===== src/rtl/fetch_buffer.sv =====
// Instruction-fetch stage: launches imem reads at current_pc and queues the returned
// words for decode, keeping FIFO entries plus in-flight reads within BUF_DEPTH.
module fetch_buffer #(
   parameter int unsigned BUF_DEPTH  = 2,
   parameter int unsigned ADDR_WIDTH = 10,
   parameter int unsigned DATA_WIDTH = 32
) (
   input  logic                  clock,
   input  logic                  reset,
   input  logic [ADDR_WIDTH-1:0] current_pc,
   output logic                  enable_pc,
   input  logic                  do_flush_REG1,
   input  logic                  do_hazard,
   output logic                  imem_req,
   output logic [ADDR_WIDTH-1:0] imem_addr,
   input  logic                  imem_ready,
   input  logic [DATA_WIDTH-1:0] imem_rdata,
   output logic                  inst_valid,
   output logic [DATA_WIDTH-1:0] instruction,
   output logic [ADDR_WIDTH-1:0] inst_pc
);

   localparam int unsigned PtrW = (BUF_DEPTH > 1) ? $clog2(BUF_DEPTH) : 1;
   localparam int unsigned CntW = $clog2(BUF_DEPTH) + 1;

   typedef enum logic [1:0] {StIdle, StWait, StDrop} state_e;

   state_e                state_q, state_d;
   logic [ADDR_WIDTH-1:0] req_addr_q;
   logic                  launch_q;
   logic [ADDR_WIDTH-1:0] pc_mem_q   [BUF_DEPTH];
   logic [DATA_WIDTH-1:0] data_mem_q [BUF_DEPTH];
   logic [PtrW-1:0]       rd_ptr_q, wr_ptr_q;
   logic [CntW-1:0]       count_q, count_d, count_after;
   logic                  push, pop, credit_ok, launch;

   always_comb begin
      push        = (state_q == StWait) && imem_ready && !do_flush_REG1;
      pop         = (count_q != '0) && !do_hazard && !do_flush_REG1;
      count_after = count_q + CntW'(push) - CntW'(pop);
      // A new launch needs one free slot once this edge's push/pop has settled.
      credit_ok   = count_after < CntW'(BUF_DEPTH);
      launch      = ((state_q == StIdle) || ((state_q == StWait) && imem_ready)) &&
                    credit_ok && !do_hazard && !do_flush_REG1;
      count_d     = do_flush_REG1 ? '0 : count_after;

      state_d = state_q;
      unique case (state_q)
         StIdle: if (launch) state_d = StWait;
         StWait: begin
            if (do_flush_REG1)   state_d = imem_ready ? StIdle : StDrop;
            else if (imem_ready) state_d = launch ? StWait : StIdle;
         end
         StDrop: if (imem_ready) state_d = StIdle;
         default: state_d = StIdle;
      endcase
   end

   always_ff @(posedge clock) begin
      if (reset) begin
         state_q    <= StIdle;
         req_addr_q <= '0;
         launch_q   <= 1'b0;
         rd_ptr_q   <= '0;
         wr_ptr_q   <= '0;
         count_q    <= '0;
         for (int unsigned i = 0; i < BUF_DEPTH; i++) begin
            pc_mem_q[i]   <= '0;
            data_mem_q[i] <= '0;
         end
      end else begin
         state_q  <= state_d;
         launch_q <= launch;
         count_q  <= count_d;
         if (launch) req_addr_q <= current_pc;
         if (push) begin
            pc_mem_q[wr_ptr_q]   <= req_addr_q;
            data_mem_q[wr_ptr_q] <= imem_rdata;
            wr_ptr_q             <= wr_ptr_q + 1'b1;
         end
         if (pop) rd_ptr_q <= rd_ptr_q + 1'b1;
         if (do_flush_REG1) begin
            rd_ptr_q <= '0;
            wr_ptr_q <= '0;
         end
      end
   end

   assign imem_req    = (state_q != StIdle);
   assign imem_addr   = req_addr_q;
   // The PC unit advances once per launch and loads the branch target on a flush.
   assign enable_pc   = !reset && (launch_q || do_flush_REG1);
   assign inst_valid  = (count_q != '0);
   assign instruction = data_mem_q[rd_ptr_q];
   assign inst_pc     = pc_mem_q[rd_ptr_q];

endmodule


===== config.mk =====
export PLATFORM = sky130hd
export DESIGN_NAME = fetch_buffer
export DESIGN_NICKNAME = d
export VERILOG_FILES = /design/src/rtl/fetch_buffer.sv
export SDC_FILE = /design/constraint.sdc
export NUM_CORES = 1
export LEC_CHECK = 0
export CAP_MARGIN = 20
export CORE_MARGIN = 3
export CORE_UTILIZATION = 50
export CTS_CLUSTER_SIZE = 40
export DETAILED_ROUTE_END_ITERATION = 10
export GPL_TIMING_DRIVEN = 1
export PLACE_DENSITY_LB_ADDON = 0.05
export SKIP_LAST_GASP = 1
export SLEW_MARGIN = 20
export SYNTH_ARGS = -nofsm -noshare
export SYNTH_HDL_FRONTEND = slang
export SYNTH_SLANG_ARGS = --single-unit

===== constraint.sdc =====
create_clock -name clock -period 3.85 [get_ports clock]
set_input_delay 0.77 -clock clock [delete_from_list [all_inputs] [get_ports clock]]
set_output_delay 0.77 -clock clock [all_outputs]
set_load 0.01 [all_outputs]

==> metrics.yaml <==
outcome: "completed"
synthesis.area_um2: 4490
yosysTopAreaCellShare_pct: 56.2
yosysWarningCount: 0
clkSlewWorstSetupHoldPaths_ps: 90
maxSlewViolCount: 0
initialDrtViolationCount: 108
r2r_start: "state_q[0]"
netlist_instances: 315
diodes: 0
cts.sinks: 102
placement.io_buffers: 101
wl_um: 8930
hold_path_class: "reg2reg"
yosysUniqueCellTypes: 31
h-tree-depth: 3
placed_area_um2: 5630
synth-seq-cells: 102
grt_max_degree: 43
finalHoldViolCount: 0
min_period_over_period_pct: 79.9
die_area_um2: 10100
boundaryPins: 102
clk_path_buf_depth: 2
fin_skew_ps: 7.95
grt_antenna_before_repair: 0
remaining_drc_errors: 0
cp.required_ps: 3080
cts_setup_buffers: 0
clk_latency_ps: 350
min_to: "imem_addr[7]"
synth_xor_area_share_pct: 1.59
fp.dieW_um: 101
rows: 33
final_layout_size_suffix_gt1_share_pct: 18.1
finish.utilization_pct: 69.3
antenna_left: 0
overflow: 0
cts_root_buffer: "clkbuf_8"
cp-end-kind: "primary output"
fin_nets: 464
core_um2: 8460
synth_simple_gate_area_share_pct: 17.0
maxCapViolCount: 0
start_util_pct: 53.0
syn_to_final_growth_pct: 30.7
critical_path_class: "reg2out"
rsz0062_at_grt: "false"
post-route-min-period_ps: 3070
post_cts_resized: 0
setup_slack_ps: 776
rrSetupSlack_ps: 1590
final_area_um2: 5870
first_pass_iters: 4
synthTopCellsByArea: "edfxtp_1, and2_1, mux2_2"
r2r-end: "imem_addr[4]"
grt_pass1_wl_um: 14200
worst_r2r_path_depth: 7
syn_avg_cell_area_um2: 14.2
muxShareOfSynthArea_pct: 10.8
yosysTopAreaCell: "edfxtp_1"
routedWlPerCell_um: 17.0
vias_per_cell: 5.31
cts_buffers: 9
yosys.area_share.adder_pct: 0.558
worst_slew_pin_slew_ps: 791
worstHoldStart: "imem_addr[7]"
pre_cts_slack_ps: 694
via_count: 2786
slew_headroom_pct: 47.2
gp_congestion: 0.811
cts_tree: "yes"
grt.total_usage_pct: 18.3
p_per_area_nw_per_um2: 379
holdBufCountCts: 0
critPathLaunchType: "flip-flop"
fmax_mhz: 325
synth_top_family_by_area: "simple AND/OR/NAND/NOR gates"
syn_nets: 364
die_y_um: 101
peakVddDrop_v: 0.000191
hold_depth: 2
synth_compound_area_share_pct: 3.23
setup-violations-final: 0
p_leak_nw: 2.16
grt_pass1_vias: 2885
setup_tns_ps: 0
yosysSeqAreaShare_pct: 64.2
crit_arrival_ps: 2300
hpwl_um: 5810
critPathMaxFanout: 27
num-fill-cells: 626
report_power, final:
group	internal, W	switching, W
logic	0.000111	0.0000783
clock network	0.000431	0.000361
registers	0.00123	0.0000148
total	0.00177	0.000454
area by class of cell:
type	count	area [um^2]	area share (%)
well taps	105	131	2.24
multi-input cells	190	1500	25.6
clock buffers	10	128	2.18
repair buffers	110	1100	18.8
clock inverters	6	110	1.88
flip-flops and latches	102	2880	49.2
inverters	2	7.51	0.128
critical path, stage by stage, from the launching register on:
cell,delay (ps)
dfxtp_2,590
buf_4,430
mux2_2,390
clkdlybuf4s50_1,510
sequential cells by signal, summed over array words and instances (netlist names), named ones only:
signal and cells:
imem_addr 10, rd_ptr_q 1, data_mem_q 64, wr_ptr_q 1, launch_q 1, state_q 2
count_q 2, pc_mem_q 20
how the worst max path moves through the flow:
stage	start	end	cells after the start
4_1_cts	flip-flop	inst_pc[1]	3
2_1_floorplan	do_flush_REG1	data_mem_q[1][0]	2
6_report	flip-flop	inst_pc[1]	3
5_1_grt	flip-flop	inst_pc[0]	3
3_3_place_gp	do_flush_REG1	imem_addr[4]	9
3_5_place_dp	do_flush_REG1	imem_addr[3]	9
cell usage in the layout, fill, tap and decap left out, types with 7 or more instances in the layout:
| cell | Yosys | routed |
|---|---|---|
| dfxtp_1 | 18 | 17 |
| clkbuf_8 | 0 | 9 |
| a21oi_1 | 11 | 11 |
| nand4_1 | 10 | 10 |
| mux2_2 | 43 | 43 |
| o31ai_1 | 10 | 10 |
| clkdlybuf4s50_1 | 0 | 101 |
| and2_1 | 84 | 84 |
| edfxtp_1 | 84 | 84 |
| buf_4 | 0 | 7 |
metal layers:
layer	track usage (%)	wire, um
met1	23.5	3910
met2	30.5	4400
met3	3.46	511
met5	0	0
met4	7.36	110
cell usage after synthesis (all sizes together):
| cell type | count |
|---|---|
| nor2b | 1 |
| xor3 | 1 |
| or2 | 3 |
| xnor2 | 1 |
| and2 | 84 |
| nand3b | 1 |
| nor3 | 8 |
| xnor3 | 1 |
| xor2 | 1 |
| inv | 2 |
| o21bai | 2 |
| or3 | 1 |
| nand4bb | 1 |
| or4b | 1 |
| nor3b | 1 |
| clkbuf | 14 |
| o31ai | 10 |
| nor2 | 4 |
| nand2 | 1 |
| nand2b | 1 |
| edfxtp | 84 |
| a21oi | 11 |
| ha | 2 |
| buf | 7 |
| nand3 | 1 |
| dfxtp | 18 |
| mux2 | 43 |
| nand4 | 10 |
cell families after synthesis:
logic type / count (synthesis)
simple gates: 118
fa+ha+maj: 2
compound gates: 23
xor+xnor: 4
buf+inv: 23
mux: 43
flops: 102
metrics by stage:
stage / hold slack [ps] / cells / power (W)
after floorplan: 509 / 315 / 0.00133
after global routing: 540 / 525 / 0.00230
after global placement: 488 / 509 / 0.00145
final: 515 / 525 / 0.00222
after CTS: 521 / 525 / 0.00224
after detailed placement: 503 / 509 / 0.00146
Power figures use the tool's default switching activity.
